### src/rtl/link_pkg.sv
// Shared types and constants for the link/trace UART transmit path.
// Also holds the link register addresses used by the adjacent peripheral.
package link_pkg;

   typedef enum logic [1:0] {
      IDLE,
      START,
      DATA,
      STOP
   } tx_state_t;

   localparam int CLKS_PER_BIT_DEF = 36;

   localparam logic [15:0] ADDR_SB = 16'hff01;
   localparam logic [15:0] ADDR_SC = 16'hff02;

endpackage

### src/rtl/uart_tx_frame.sv
// 8N1 frame sequencer: baud counter, bit counter, shift register and FSM.
// A start pulse in IDLE latches data and drives the start bit at once.
module uart_tx_frame
   import link_pkg::*;
#(
   parameter int CLKS_PER_BIT = CLKS_PER_BIT_DEF
) (
   input  logic       clock4,
   input  logic       resetn,
   input  logic       start,
   input  logic [7:0] data,
   output logic       tx,
   output logic       busy,
   output logic       done
);

   localparam logic [7:0] LAST = 8'(CLKS_PER_BIT - 1);

   tx_state_t  state, state_n;
   logic [7:0] baud, baud_n;
   logic [2:0] bit_cnt, bit_n;
   logic [7:0] sh, sh_n;
   logic       tx_n;
   logic       wrap;

   assign wrap = (baud == LAST);
   assign busy = (state != IDLE);
   assign done = (state == STOP) && wrap;

   always_ff @(posedge clock4 or negedge resetn) begin
      if (!resetn) begin
         state   <= IDLE;
         baud    <= '0;
         bit_cnt <= '0;
         sh      <= '0;
         tx      <= 1'b1;
      end else begin
         state   <= state_n;
         baud    <= baud_n;
         bit_cnt <= bit_n;
         sh      <= sh_n;
         tx      <= tx_n;
      end
   end

   // Line level is registered, so each transition sets the next bit's level.
   always_comb begin
      state_n = state;
      baud_n  = baud + 8'd1;
      bit_n   = bit_cnt;
      sh_n    = sh;
      tx_n    = tx;
      unique case (state)
         IDLE: begin
            baud_n = '0;
            tx_n   = 1'b1;
            if (start) begin
               state_n = START;
               sh_n    = data;
               tx_n    = 1'b0;
            end
         end
         START: begin
            if (wrap) begin
               state_n = DATA;
               baud_n  = '0;
               bit_n   = '0;
               tx_n    = sh[0];
            end
         end
         DATA: begin
            if (wrap) begin
               baud_n = '0;
               if (bit_cnt == 3'd7) begin
                  state_n = STOP;
                  tx_n    = 1'b1;
               end else begin
                  bit_n = bit_cnt + 3'd1;
                  sh_n  = {1'b0, sh[7:1]};
                  tx_n  = sh[1];
               end
            end
         end
         STOP: begin
            if (wrap) begin
               state_n = IDLE;
               baud_n  = '0;
            end
         end
         default: state_n = IDLE;
      endcase
   end

endmodule

### src/rtl/link_tx_arbiter.sv
// Round-robin share of one UART TX line between the link port and trace.
// Arbitration, ack pulses and done_id live here; framing is in uart_tx_frame.
module link_tx_arbiter
   import link_pkg::*;
#(
   parameter int CLKS_PER_BIT = CLKS_PER_BIT_DEF
) (
   input  logic       clock4,
   input  logic       resetn,
   input  logic       req0,
   input  logic [7:0] data0,
   output logic       ack0,
   input  logic       req1,
   input  logic [7:0] data1,
   output logic       ack1,
   output logic       busy,
   output logic       done,
   output logic       done_id,
   output logic       UART_TX
);

   logic last_grant;
   logic grant_id;
   logic gnt;
   logic gnt_valid;

   assign gnt_valid = !busy && (req0 || req1);

   // On a tie the requester that did not win last time goes next.
   always_comb begin
      gnt = 1'b0;
      unique case (1'b1)
         req0 && req1:  gnt = ~last_grant;
         req1 && !req0: gnt = 1'b1;
         default:       gnt = 1'b0;
      endcase
   end

   always_ff @(posedge clock4 or negedge resetn) begin
      if (!resetn) begin
         last_grant <= 1'b1;
         grant_id   <= 1'b0;
         ack0       <= 1'b0;
         ack1       <= 1'b0;
      end else begin
         ack0 <= gnt_valid && !gnt;
         ack1 <= gnt_valid && gnt;
         if (gnt_valid) begin
            last_grant <= gnt;
            grant_id   <= gnt;
         end
      end
   end

   assign done_id = done & grant_id;

   uart_tx_frame #(
      .CLKS_PER_BIT(CLKS_PER_BIT)
   ) u_frame (
      .clock4(clock4),
      .resetn(resetn),
      .start (gnt_valid),
      .data  (gnt ? data1 : data0),
      .tx    (UART_TX),
      .busy  (busy),
      .done  (done)
   );

endmodule

### config.mk
export PLATFORM = sky130hd
export DESIGN_NAME = link_tx_arbiter
export DESIGN_NICKNAME = d
export VERILOG_FILES = /design/src/rtl/link_pkg.sv /design/src/rtl/uart_tx_frame.sv /design/src/rtl/link_tx_arbiter.sv
export SDC_FILE = /design/constraint.sdc
export NUM_CORES = 1
export LEC_CHECK = 0
export CAP_MARGIN = 40
export CORE_MARGIN = 2
export CORE_UTILIZATION = 50
export CTS_CLUSTER_SIZE = 20
export DETAILED_ROUTE_END_ITERATION = 10
export PLACE_DENSITY_LB_ADDON = 0.05
export SLEW_MARGIN = 15
export SYNTH_ARGS = -nofsm -noshare
export SYNTH_HDL_FRONTEND = slang
export SYNTH_SLANG_ARGS = --single-unit
### constraint.sdc
create_clock -name clock4 -period 4.4 [get_ports clock4]
set_input_delay 0.88 -clock clock4 [delete_from_list [all_inputs] [get_ports clock4]]
set_output_delay 0.88 -clock clock4 [all_outputs]
set_load 0.02 [all_outputs]
After elaboration in Yosys (flattened, before gate mapping) --
Cells that the tools add are included.
Storage, ports and cells: flip-flop bits (word level) 26, logic and storage cells 67, output and inout bits 6, input port bits 20
Operators by class: muxes and demuxes 23, reductions and logical operators 20, bitwise logic cells 2, equal/unequal tests 11, $add $sub $neg 2
Operators with widths (number):
- $mux W8 | 5
- $pmux W8 S2 | 2
- $mux W2 | 5
- $mux W3 | 3
- $add A8 B1 Y8 const B | 1
- $eq A8 B6 Y1 const B | 1
- $ne A2 B1 Y1 const B | 4
- $pmux W2 S4 | 1
- $reduce_and A4 Y1 | 2
- $logic_and A1 B1 Y1 | 6
- $pmux W3 S2 | 1
- $reduce_bool A2 Y1 | 3
- $reduce_and A5 Y1 | 1
- $eq A2 B2 Y1 const B | 2
- $mux W1 | 4
- $ne A2 B2 Y1 const B | 2
- $add A3 B1 Y3 const B | 1
- $eq A3 B3 Y1 const B | 1
- $logic_not A1 Y1 | 3
- $pmux W1 S3 | 1
- $reduce_and A3 Y1 | 1
- $reduce_bool A3 Y1 | 1
- $reduce_or A3 Y1 | 1
- $eq A2 B1 Y1 const B | 1
- other kinds (5) | 5

Depth between registers and ports, before layout --
word-level depth 6, gate-level depth with buffers 7, depth with buffers taken out 6

By module --
Synthesis repeated with hierarchy kept, for this count alone.
Second synthesis, totals: cell total of the unflattened synthesis 140, area, all modules 1458.9 µm²
By module, submodules not included:
- uart_tx_frame | cells an instance 116, instances 1, area each 1181.1 µm², seq. area each 551.8 µm²
- link_tx_arbiter | cells an instance 24, instances 1, area each 277.8 µm², seq. area each 101.3 µm²

Worst setup path before layout --
OpenSTA, ideal clock, no wires.
path kind flip-flop to output port, start reg u_frame.baud[6], end out done_id, slack 2.294 ns, cell stages (with the launch flop) 4, arrival time 1.226 ns, cells stage by stage dfrtp_1 > nor4b_4 > and3_2 > and3_1
Between the ends: word-level cells in the longest chain between the ends 3
RTL lines:
- from (decl) | line uart_tx_frame.sv:20 | logic [7:0] baud, baud_n;
- from (signal assigned) | line uart_tx_frame.sv:39 | baud <= baud_n;
- $eq A8 B6 Y1 | line uart_tx_frame.sv:26 | assign wrap = (baud == LAST);
- $logic_and A1 B1 Y1 | line uart_tx_frame.sv:28 | assign done = (state == STOP) && wrap;
- $and A1 B1 Y1 | line link_tx_arbiter.sv:55 | assign done_id = done & grant_id;
- to (decl) | line link_tx_arbiter.sv:18 | output logic done_id,
Every way passes these cells.

Final worst setup path --
start reg u_frame.baud[4], end out done_id
Same word-level chain as after synthesis.

==> impl_metrics.ini <==
[sta]
tns_ps = 0
skew_ps = 10.2
period_minus_slack_ps = 3000
maxSlewViolCount = 0
max_freq_mhz = 333
fin_crit_sh = 0.682
worst_slew_pin_slew_ps = 679
setup_violations = 0
rsz0062_at_grt = no
layout_setup_ws_ps = 1400
finalHoldViolCount = 0
slew_headroom = 0.547

[global_routing]
grt_usage = 0.193
grt_max_degree = 22
grt_pass1_wl_mm = 5.02
gr-total-overflow = 0
grt_pass1_vias = 1095
antenna_found_initial = 0

[worst_setup_path]
cp_max_fo = 4
critPathLaunchType = flip-flop
slowest_delay_ps = 600
critPathRequiredTime_ps = 3520
crit_chain = nor4b_4 > and3_2 > and3_1 > clkdlybuf4s50_1
crit_slowest_cell = clkdlybuf4s50_1
cp-end-kind = output pin
critPathKind = reg -> out
cp.arrival_ps = 2120

[status]
outcome = finished, violations left
failed_checks = DRC

[cts]
worstSkewPairLatency_ps = 310
post_cts.repair.setup_buffers = 0
hold_buffers = 0
cts_max_level = 1
cts_tree = done
numCtsBuffers = 3
clock_sinks = 26
cts.repair.resized = 0
cts_root_buf = clkbuf_4
cts_buffer_depth = 2
clk_pin_slew_ps = 130

[floorplan]
fp.coreArea_um2 = 2810
die_y_um = 58.7
io_pins = 26
design.die.area_um2 = 3440
rows = 19
fp.dieW_um = 58.7
start_util = 0.533

[drt]
num_vias = 1029
route.detailed.wl_per_inst_um = 14.9
avgViaCountPerCell = 5.33
drc_errors = 2
finalWirelength_mm = 2.87
ant_nets = 0
drtPass1Iterations = 7
drtIter0Drc = 30

[finish]
layout_common_cells = 25 x clkdlybuf4s50_1, 24 x dfrtp_1, 14 x nor2_1, 12 x nand2_1
drive_gt1_frac = 0.160
multi_input_area_um2 = 793
regArea_um2 = 653
num-fill-cells = 251
syn_to_final_growth_pct = 21.2
stdcell_count = 193
final_common_cell = clkdlybuf4s50_1
fin_nets = 193
diodes = 0

[synthesis]
ys_ff_latch = 26
synth.distinct_cells = 34
synth.cell_area_um2 = 1490
synth_top_area_frac = 0.402
synth.avg_cell_area_um2 = 11.0
synthCells = 136
synth.net_count = 165
synth_area_leader_cell = dfrtp_1
ys_seq_area_frac = 0.437
yosys_warnings = 0
synth.area.top_cells = dfrtp_1 40%, mux2_4 8.0%, ha_1 7.5%

[pwr]
power_density_nw_per_um2 = 573
p_leak_nw = 0.832
irDropWorstVdd_uv = 284

[placement]
place_inst = 190
portBuffers = 25
dp_slack_ps = 1750
gp_congestion = 0.818
place_hpwl_mm = 2.25

[min_path]
hold_class = reg -> reg

[run]
cap_violations = 0
layer usage:
layer	up-vias	track usage	wire length, µm
met5	-	0	0
met4	0	0.0682	17
met3	2	0.0264	91
met2	17	0.316	1350
met1	487	0.262	1410
li1	523	-	-
power by group:
part	total [mW]	internal (mW)	switching (mW)
clock network	0.0992	0.0320	0.0672
registers	0.393	0.331	0.0622
logic	0.545	0.282	0.263
total	1.04	0.645	0.392
cell usage after synthesis:
| master | n |
|---|---|
| a21oi_1 | 4 |
| nor3b_2 | 1 |
| clkbuf_1 | 2 |
| and2_1 | 1 |
| nor2b_1 | 1 |
| nand3_2 | 1 |
| xor2_1 | 4 |
| nor4b_4 | 1 |
| xnor2_1 | 2 |
| buf_2 | 2 |
| nor2_1 | 14 |
| nand3_1 | 4 |
| or2b_1 | 1 |
| a31oi_1 | 2 |
| a211oi_2 | 1 |
| inv_1 | 6 |
| dfstp_2 | 2 |
| and3_1 | 4 |
| a21boi_0 | 1 |
| buf_4 | 1 |
| a22o_1 | 2 |
| o32a_1 | 1 |
| o21bai_1 | 1 |
| nand2_1 | 12 |
| ha_1 | 9 |
| nand2b_1 | 1 |
| and3_2 | 1 |
| mux2_4 | 8 |
| o21ai_0 | 9 |
| o32ai_4 | 1 |
| a41o_2 | 1 |
| dfrtp_1 | 24 |
| mux2i_1 | 8 |
| mux2_2 | 3 |
cell families after synthesis:
| kind of cell | count (synthesis) | share of synthesized area |
|---|---|---|
| AO/OA/AOI/OAI | 23 | 0.115 |
| XOR/XNOR | 6 | 0.0352 |
| adder cells (fa/ha/maj) | 9 | 0.0754 |
| buffers and inverters | 11 | 0.0318 |
| flip-flops | 26 | 0.437 |
| multiplexers | 19 | 0.157 |
| AND/OR/NAND/NOR | 42 | 0.149 |
cell type report:
| type | instances | share of cell area |
|---|---|---|
| multi-input combinational | 99 | 0.438 |
| sequential | 26 | 0.361 |
| timing repair buffer | 28 | 0.155 |
| tap | 31 | 0.0214 |
| clock buffer | 3 | 0.0124 |
| inverter | 6 | 0.0124 |
through the flow:
stage	hold WS [ps]	power [mW]	util	area, µm²
floorplan	425	0.813	-	1490
global placement	439	0.925	0.632	1770
detailed placement	456	0.947	0.637	1790
CTS	474	1.05	0.645	1810
global route	500	1.13	0.645	1810
finish	472	1.04	0.645	1810
final timing paths:
path | slack, ps | cells after the start | startpoint | to
worst min-delay path | 470 | 1 | u_frame.baud[0] | u_frame.baud[0]
worst max register to register | 1970 | 6 | u_frame.state[0] | u_frame.sh[2]
worst max-delay path | 1400 | 4 | u_frame.baud[4] | done_id
worst min register to register | 470 | 1 | u_frame.baud[0] | u_frame.baud[0]
max in group asynchronous | 2930 | 3 | resetn | u_frame.bit_cnt[1]
min in group asynchronous | 870 | 1 | resetn | grant_id
sequential cells by signal, indices dropped and copies added (netlist names):
name and count:
u_frame.bit_cnt 3, ack0 1, u_frame.sh 8, last_grant 1, grant_id 1, u_frame.state 2, ack1 1, u_frame.tx 1
u_frame.baud 8
critical path: cells and delay by family (launching register included):
| kind | cells | cell delay, ps |
|---|---|---|
| and+or+nand+nor | 3 | 750 |
| buffers and inverters | 1 | 600 |
| DFF | 1 | 470 |
Note: power is estimated with default switching activity, not from simulation.
